[src/rtl/audio_engine_pkg.sv]
// Shared types for the polyphonic audio engine: waveform select and sequencer states.
package audio_engine_pkg;

    typedef enum logic [1:0] {
        WAVE_OFF    = 2'd0,
        WAVE_SAW    = 2'd1,
        WAVE_SQUARE = 2'd2,
        WAVE_TRI    = 2'd3
    } wave_t;

    typedef enum logic [1:0] {
        ST_IDLE   = 2'd0,
        ST_ACCUM  = 2'd1,
        ST_OUTPUT = 2'd2
    } state_t;

endpackage

[src/rtl/sigma_delta_dac.sv]
// First-order sigma-delta modulator: the carry out of an offset-binary accumulator is the bitstream.
module sigma_delta_dac #(
    parameter int SAMPLE_W = 16
) (
    input  logic                clk,
    input  logic                rst,
    input  logic [SAMPLE_W-1:0] sample_i,
    output logic                dac_o
);

    localparam logic [SAMPLE_W-1:0] SIGN_BIT = {1'b1, {(SAMPLE_W-1){1'b0}}};

    logic [SAMPLE_W-1:0] acc_q;
    logic                dac_q;
    logic [SAMPLE_W:0]   sum_d;

    always_comb begin
        sum_d = {1'b0, acc_q} + {1'b0, sample_i ^ SIGN_BIT};
    end

    always_ff @(posedge clk) begin
        if (rst) begin
            acc_q <= '0;
            dac_q <= 1'b0;
        end else begin
            acc_q <= sum_d[SAMPLE_W-1:0];
            dac_q <= sum_d[SAMPLE_W];
        end
    end

    assign dac_o = dac_q;

endmodule

[src/rtl/audio_engine_poly.sv]
// Polyphonic oscillator engine: voices are summed one per cycle each frame, saturated,
// and fed to a sigma-delta DAC, with heartbeat, clip and activity LEDs.
module audio_engine_poly
    import audio_engine_pkg::*;
#(
    parameter int NUM_VOICES = 4,
    parameter int PHASE_W    = 24,
    parameter int SAMPLE_W   = 16,
    parameter int SAMPLE_DIV = 256,
    parameter int MIX_SHIFT  = 2,
    parameter int HB_LOG2    = 12,
    parameter int CLIP_HOLD  = 1 << 20,
    localparam int VOICE_W   = (NUM_VOICES > 1) ? $clog2(NUM_VOICES) : 1
) (
    input  logic                clk,
    input  logic                rst,
    input  logic                cfg_valid,
    output logic                cfg_ready,
    input  logic [VOICE_W-1:0]  cfg_voice,
    input  logic [PHASE_W-1:0]  cfg_inc,
    input  logic [1:0]          cfg_wave,
    input  logic                cfg_sync,
    output logic [SAMPLE_W-1:0] sample,
    output logic                sample_valid,
    output logic                dac_out,
    output logic                led1,
    output logic                led2,
    output logic                led8
);

    localparam int SUM_W  = SAMPLE_W + $clog2(NUM_VOICES) + 1;
    localparam int TICK_W = (SAMPLE_DIV > 1) ? $clog2(SAMPLE_DIV) : 1;
    localparam int HB_W   = (HB_LOG2 > 0) ? HB_LOG2 : 1;
    localparam int HOLD_W = (CLIP_HOLD > 0) ? $clog2(CLIP_HOLD + 1) : 1;

    localparam logic [TICK_W-1:0]   TICK_LAST  = TICK_W'(SAMPLE_DIV - 1);
    localparam logic [VOICE_W-1:0]  VOICE_LAST = VOICE_W'(NUM_VOICES - 1);
    localparam logic [HB_W-1:0]     HB_LAST    = HB_W'((1 << HB_LOG2) - 1);
    localparam logic [SAMPLE_W-1:0] SIGN_BIT   = {1'b1, {(SAMPLE_W-1){1'b0}}};
    localparam logic [SAMPLE_W-1:0] SQ_POS     = {1'b0, {(SAMPLE_W-1){1'b1}}};
    localparam logic [SAMPLE_W-1:0] SQ_NEG     = SIGN_BIT | SAMPLE_W'(1);
    localparam logic signed [SUM_W-1:0] SAT_MAX =
        {{(SUM_W-SAMPLE_W+1){1'b0}}, {(SAMPLE_W-1){1'b1}}};
    localparam logic signed [SUM_W-1:0] SAT_MIN =
        {{(SUM_W-SAMPLE_W+1){1'b1}}, {(SAMPLE_W-1){1'b0}}};

    state_t                state_q, state_d;
    logic [TICK_W-1:0]     tick_q;
    logic [VOICE_W-1:0]    vcnt_q;
    logic [PHASE_W-1:0]    phase_q [NUM_VOICES];
    logic [PHASE_W-1:0]    inc_q   [NUM_VOICES];
    wave_t                 wave_q  [NUM_VOICES];
    logic signed [SUM_W-1:0] acc_q;
    logic [SAMPLE_W-1:0]   sample_q;
    logic                  sample_valid_q;
    logic [HB_W-1:0]       hb_q;
    logic                  led1_q;
    logic [HOLD_W-1:0]     hold_q;
    logic                  led8_q;

    logic                  frame_start;
    logic                  cfg_hit;
    logic [SAMPLE_W-1:0]   cur_p;
    logic [SAMPLE_W-1:0]   cur_val;
    logic signed [SUM_W-1:0] cur_ext;
    logic signed [SUM_W-1:0] shifted;
    logic [SAMPLE_W-1:0]   sat_val;
    logic                  clip;
    logic                  any_active;

    function automatic logic [SAMPLE_W-1:0] wave_value(input wave_t w,
                                                       input logic [SAMPLE_W-1:0] p);
        logic [SAMPLE_W-1:0] u;
        logic [SAMPLE_W-1:0] r;
        u = p << 1;
        r = '0;
        unique case (w)
            WAVE_SAW:    r = p ^ SIGN_BIT;
            WAVE_SQUARE: r = p[SAMPLE_W-1] ? SQ_NEG : SQ_POS;
            WAVE_TRI:    r = (p[SAMPLE_W-1] ? ~u : u) ^ SIGN_BIT;
            default:     r = '0;
        endcase
        return r;
    endfunction

    assign frame_start = (tick_q == '0);
    assign cfg_ready   = (state_q == ST_IDLE);
    assign cfg_hit     = cfg_valid && cfg_ready && (int'(cfg_voice) < NUM_VOICES);

    always_comb begin
        cur_p   = phase_q[vcnt_q][PHASE_W-1 -: SAMPLE_W];
        cur_val = wave_value(wave_q[vcnt_q], cur_p);
        cur_ext = {{(SUM_W-SAMPLE_W){cur_val[SAMPLE_W-1]}}, cur_val};
        shifted = acc_q >>> MIX_SHIFT;
        clip    = 1'b0;
        sat_val = shifted[SAMPLE_W-1:0];
        if (shifted > SAT_MAX) begin
            sat_val = SAT_MAX[SAMPLE_W-1:0];
            clip    = 1'b1;
        end else if (shifted < SAT_MIN) begin
            sat_val = SAT_MIN[SAMPLE_W-1:0];
            clip    = 1'b1;
        end
    end

    always_comb begin
        any_active = 1'b0;
        for (int unsigned i = 0; i < NUM_VOICES; i++) begin
            if (wave_q[i] != WAVE_OFF && inc_q[i] != '0) any_active = 1'b1;
        end
    end

    always_comb begin
        state_d = state_q;
        unique case (state_q)
            ST_IDLE:   if (frame_start) state_d = ST_ACCUM;
            ST_ACCUM:  if (vcnt_q == VOICE_LAST) state_d = ST_OUTPUT;
            ST_OUTPUT: state_d = ST_IDLE;
            default:   state_d = ST_IDLE;
        endcase
    end

    always_ff @(posedge clk) begin
        if (rst) state_q <= ST_IDLE;
        else     state_q <= state_d;
    end

    always_ff @(posedge clk) begin
        if (rst) begin
            tick_q         <= '0;
            vcnt_q         <= '0;
            acc_q          <= '0;
            sample_q       <= '0;
            sample_valid_q <= 1'b0;
            hb_q           <= '0;
            led1_q         <= 1'b0;
            hold_q         <= '0;
            led8_q         <= 1'b0;
            for (int unsigned i = 0; i < NUM_VOICES; i++) begin
                phase_q[i] <= '0;
                inc_q[i]   <= '0;
                wave_q[i]  <= WAVE_OFF;
            end
        end else begin
            tick_q <= (tick_q == TICK_LAST) ? '0 : tick_q + 1'b1;

            // Voice updates only happen in ACCUM and config writes only in IDLE, so they never collide.
            unique case (state_q)
                ST_IDLE: begin
                    if (frame_start) begin
                        acc_q  <= '0;
                        vcnt_q <= '0;
                    end
                end
                ST_ACCUM: begin
                    phase_q[vcnt_q] <= phase_q[vcnt_q] + inc_q[vcnt_q];
                    acc_q           <= acc_q + cur_ext;
                    vcnt_q          <= vcnt_q + 1'b1;
                end
                ST_OUTPUT: sample_q <= sat_val;
                default: ;
            endcase

            if (cfg_hit) begin
                inc_q[cfg_voice]  <= cfg_inc;
                wave_q[cfg_voice] <= wave_t'(cfg_wave);
                if (cfg_sync) phase_q[cfg_voice] <= '0;
            end

            sample_valid_q <= (state_q == ST_OUTPUT);

            if (state_q == ST_OUTPUT && clip) hold_q <= HOLD_W'(CLIP_HOLD);
            else if (hold_q != '0)            hold_q <= hold_q - 1'b1;

            if (sample_valid_q) begin
                if (hb_q == HB_LAST) begin
                    hb_q   <= '0;
                    led1_q <= ~led1_q;
                end else begin
                    hb_q <= hb_q + 1'b1;
                end
            end

            led8_q <= any_active;
        end
    end

    sigma_delta_dac #(.SAMPLE_W(SAMPLE_W)) u_dac (
        .clk      (clk),
        .rst      (rst),
        .sample_i (sample_q),
        .dac_o    (dac_out)
    );

    assign sample       = sample_q;
    assign sample_valid = sample_valid_q;
    assign led1         = led1_q;
    assign led2         = (hold_q != '0);
    assign led8         = led8_q;

endmodule

[config.mk]
export PLATFORM = sky130hd
export DESIGN_NAME = audio_engine_poly
export DESIGN_NICKNAME = d
export VERILOG_FILES = /design/src/rtl/audio_engine_pkg.sv /design/src/rtl/sigma_delta_dac.sv /design/src/rtl/audio_engine_poly.sv
export SDC_FILE = /design/constraint.sdc
export NUM_CORES = 1
export LEC_CHECK = 0
export ABC_CLOCK_PERIOD_IN_PS = 4000
export CAP_MARGIN = 20
export CORE_MARGIN = 1
export CORE_UTILIZATION = 56
export DETAILED_ROUTE_END_ITERATION = 8
export GPL_TIMING_DRIVEN = 0
export PLACE_DENSITY_LB_ADDON = 0.12
export SETUP_SLACK_MARGIN = 0.02
export SLEW_MARGIN = 10
export SYNTH_ARGS = -nofsm -noshare
export SYNTH_HDL_FRONTEND = slang
export SYNTH_HIERARCHICAL = 1
export SYNTH_SLANG_ARGS = --single-unit
[constraint.sdc]
create_clock -name clk -period 4 [get_ports clk]
set_input_delay 0.8 -clock clk [delete_from_list [all_inputs] [get_ports clk]]
set_output_delay 0.8 -clock clk [all_outputs]
set_load 0.05 [all_outputs]
# Word level (Yosys, flattened, before mapping)

Memories as Yosys holds them, arrays and structs flattened. A register that Yosys moved wholly into a read port is not among the register bits.
Index checks and enable logic that the tools add are counted.
W data, S select, Z words.

Add/sub/neg operators: 7
Order comparisons: 2
Eq/ne operators: 10
Muxes and demuxes: 51
Bitwise logic cells: 5
Reduce and logical (&&, ||, !) cells: 28

Operator list:

| operator                | number |
|---|---|
| $reduce_bool A24 Y1     | 4 |
| $mux W24                | 3 |
| $reduce_or A24 Y1       | 3 |
| $mux W16                | 4 |
| $pmux W16 S3            | 1 |
| $mux W21                | 2 |
| $pmux W19 S2            | 1 |
| $mux W2                 | 14 |
| $add A24 B24 Y24        | 1 |
| $mux W1                 | 22 |
| $reduce_bool A21 Y1     | 1 |
| $sub A21 B1 Y21 const B | 1 |
| $add A19 B16 Y19        | 1 |
| $mux W19                | 1 |
| $add A16 B16 Y17        | 1 |
| $gt A17 B16 Y1 const B  | 1 |
| $lt A17 B16 Y1 const B  | 1 |
| $not A16 Y16            | 1 |
| $add A12 B1 Y12 const B | 1 |
| $eq A12 B12 Y1 const B  | 1 |
| $mux W12                | 1 |
| $reduce_bool A2 Y1      | 6 |
| $add A8 B1 Y8 const B   | 1 |
| $eq A2 B2 Y1 const B    | 4 |
| 12 further kinds        | 26 |

Flip-flop bits (word level): 100
RAM bits: 200
Input port bits: 32
Output and inout bits: 22
Word-level logic and storage cells: 119
Memories kept: 3

Memory list:

| name    | words | bits a word | rd ports | clocked after memory_dff | wr ports | RTL line                | source |
|---|---|---|---|---|---|---|---|
| inc_q   | 4     | 24          | 5        | 1                        | 4        | audio_engine_poly.sv:51 | `logic [PHASE_W-1:0] inc_q [NUM_VOICES];` |
| phase_q | 4     | 24          | 1        | 1                        | 4        | audio_engine_poly.sv:50 | `logic [PHASE_W-1:0] phase_q [NUM_VOICES];` |
| wave_q  | 4     | 2           | 5        | 1                        | 4        | audio_engine_poly.sv:52 | `wave_t wave_q [NUM_VOICES];` |

# Longest topological paths before layout

Depth after elaboration: 7
Mapped depth: 17
Gate-level depth less buffers: 14

# By module

The synthesis kept the hierarchy.

By module, submodules not included:

| module            | times used | cells an instance | area each (µm²) | seq. area each (µm²) |
|---|---|---|---|---|
| audio_engine_poly | 1          | 1297              | 14445.1         | 7707.4 |
| sigma_delta_dac   | 1          | 159               | 1410.1          | 340.3 |

# Least setup slack after synthesis

OpenSTA, ideal clock, no wires.

Path type: reg2reg
From: register with a tool-made name
To: memory phase_q[0][18], data pin
Library setup time: 275 ps
Arrival time: 3780 ps
Required time: 3725 ps
Setup slack: -55 ps
Cell stages (with the launch flop): 15
Buffers on the path: 4
Period minus slack after synthesis: 4055 ps
Cell sequence: dfxtp_1 -> buf_2 -> buf_1 -> clkbuf_1 -> buf_1 -> mux4_2 -> ha_1 -> fa_1 -> a21oi_1 -> nand4b_1 -> a21oi_1 -> o31ai_1 -> o21ai_0 -> xnor2_1 -> nor2_1

RTL lines:

| item             | RTL line |
|---|---|
| end: declaration | audio_engine_poly.sv:50 |

==> impl_metrics.yaml <==
finish:
  fin_cells: 1959
  antenna_cells: 0
  syn2layout_area_growth_pct: 14.8
  num-fill-cells: 2252
  layout-drive-gt1-share_pct: 11.3
  nets: 1652
place:
  place_hpwl_um: 27100
  dpl.cell_count: 1887
  io_buffers: 52
  globalplace.congestion: 0.884
global_route:
  grt_first_pass_wirelength_um: 59500
  overflow: 0
  antenna_found_initial: 0
  track_usage_pct: 26.6
  grt_max_degree: 27
  first_global_vias: 11600
synthesis:
  async_flop_share_pct: 0
  avgSynthCellArea_sq_um: 10.9
  synth.area.top_cells: "edfxtp_1, dfxtp_1, mux4_2, nor2_1, ha_1"
  yosys_warnings: 6
  synth_top_area_cell: "edfxtp_1"
  syn_area_sq_um: 15900
  ys.flop_type: "edfxtp_1"
  synth_cell_types: 79
  synth_top_area_share_pct: 37.9
  synth_nets: 1553
  seq_area_frac_synth_pct: 50.8
  netlist_instances: 1456
  synth_edf_count: 200
  synth-seq-cells: 302
floorplan:
  dieArea_sq_um: 29000
  fp.dieH_um: 170
  pin_count: 54
  fp-row-count: 61
  core_area_sq_um: 27800
  die_w_um: 170
  start_util_pct: 57.1
flow_run:
  cap_violations: 0
cts:
  tritoncts: "built"
  clock-sinks: 302
  holdBufCountCts: 0
  numCtsBuffers: 35
  path_clk_slew_ns: 0.06
  clock_path_buffers: 3
  insertion_delay_ns: 0.53
  root_buffer: "clkbuf_16"
  htreeDepth: 2
hold_path:
  hold_path_class: "reg -> reg"
  hold_end: "acc_q[0]"
  holdPathStages: 1
  worstHoldStart: "acc_q[0]"
pwr:
  ir_worst_vdd_v: 0.000411
  powerDensity_nw_per_um2: 486
  finalPower_w: 0.00885
  p_leak_nw: 7.03
critical_path:
  path_common_cell: "buf_4"
  start_kind: "flop"
  critPathMaxFanout: 10
  critical_path_arrival_ns: 4.09
  rrSetupSlack_ns: 0.14
  cpMaxStageDelayCell: "mux4_2"
  r2r_end: "phase_q[0][18]"
  critPathKind: "reg -> reg"
  worst_setup_path_end_kind: "flop"
  cpPeakStageDelay_ns: 0.51
  reg2reg_depth: 15
  path_cells: "clkbuf_4 -> buf_8 -> clkbuf_8 -> mux4_2 -> ha_1 -> fa_1 -> a21oi_1 -> nand4b_1 -> a21oi_2 -> o31ai_2 -> buf_4 -> o21ai_0 -> xnor2_1 -> buf_4 -> nor2_1"
  cp_data_required_time_ns: 4.23
sta:
  finalSetupViolCount: 0
  tightestPinTransition_ns: 1.04
  grt_setup_unrepaired: "false"
  fin_skew_ns: 0.0208
  hold_viol: 0
  relSlewSlack_pct: 30.4
  slew_violations: 0
  max_freq_mhz: 259
  tns_ns: 0
  min_period_ns: 3.86
  min_period_over_period_pct: 96.4
drt:
  drc: 0
  vias: 11600
  antenna_left: 0
  wire_per_inst_um: 19.2
  via_per_inst: 5.90
  firstDrtPassIters: 5
  detail_route.wirelength_um: 37500
  drt_iter0_drc: 801
status:
  outcome: "finished, final reports clean"
## report_power, final
group          total [W]  internal [W]  switching [W]
Clock            0.00307       0.00180        0.00127
Sequential       0.00374       0.00358       0.000152
Combinational    0.00205      0.000849        0.00120
## cell usage after synthesis, drive strengths merged (31+ instances only)
cell,count
a21oi,82
and2,109
clkbuf,59
dfxtp,102
edfxtp,200
ha,62
inv,37
mux4,48
nand2,87
nor2,215
nor3,35
nor4,31
o21ai,48
xnor2,36
xor2,35
## flip-flops by register name, indices dropped and copies added, names as in the netlist, 2 cells and up, named ones only
register and flops:
acc_q 19, hb_q 12, hold_q 21, inc_q 96, phase_q 96, sample 16
state_q 2, tick_q 8, u_dac/acc_q 16, vcnt_q 2, wave_q 8
## metal layers
metal	up-vias	wire length (um)	GRT usage (%)
met5	-	0	0
met4	0	1320	10.9
met3	90	2090	3.98
met2	331	18800	47.0
met1	5593	15300	32.5
li1	5538	-	-
## area by class of cell
type / instances / area, sq um / share of cell area, %
sequential: 302 / 8050 / 44.2
multi-input combinational: 1046 / 7460 / 41.0
clock buffer: 43 / 937 / 5.15
timing repair buffer: 62 / 608 / 3.34
tap: 378 / 473 / 2.60
buffer: 71 / 377 / 2.07
clock inverter: 20 / 163 / 0.893
inverter: 37 / 139 / 0.763
## critical path: cells and delay by family, from the launching register on
kind	cells	cell delay, ns
xor gates and xnor gates	1	0.17
muxes	1	0.51
DFF	1	0.30
and+or+nand+nor	2	0.24
adders and majority gates	2	0.69
buffers and inverters	5	0.96
AOI/OAI and AO/OA	4	0.68
## worst max-delay path by stage
stage	start	end	slack (ns)	depth (start not counted)
3_3_place_gp	flop	phase_q[0][17]	-1.33	13
4_1_cts	flop	acc_q[18]	0.05	15
6_report	flop	phase_q[0][18]	0.14	15
2_1_floorplan	flop	phase_q[0][17]	0.07	13
5_1_grt	flop	acc_q[18]	0.02	15
3_5_place_dp	flop	phase_q[0][17]	-1.42	13
## kinds of logic after synthesis
group           share of synthesized area, %
fa+ha+maj                               5.27
flops                                   50.8
compound gates                          11.0
simple gates                            18.6
buf+inv                                 2.71
xor+xnor                                3.92
mux                                     7.76
## stage by stage
step | cell area, sq um | setup WS, ns | hold WS [ns] | utilization, %
floorplan | 15900 | 0.0743 | 0.437 | -
global placement | 16900 | -1.33 | 0.457 | 60.7
detailed placement | 16900 | -1.42 | 0.465 | 60.8
CTS | 18100 | 0.0535 | 0.484 | 65.3
global route | 18200 | 0.0203 | 0.494 | 65.5
finish | 18200 | 0.143 | 0.480 | 65.5
## layout by cell type (no fill, tap or decap), drive strengths merged, types with 20 or more instances in the layout
master	n
o21ai	48
clkdlybuf4s50	52
nand2	87
and2	109
buf	20
inv	38
ha	62
edfxtp	200
a21oi	82
dfxtp	102
nor3	35
nor2	215
mux4	48
xor2	35
a21o	29
clkbuf	104
xnor2	36
nor4	31
## timing repair
action	CTS	global route
pin swaps	6	1
buffers inserted	8	1
resized for setup	30	20
endpoints found under the setup margin	91	60
(Power assumes the default switching activity.)
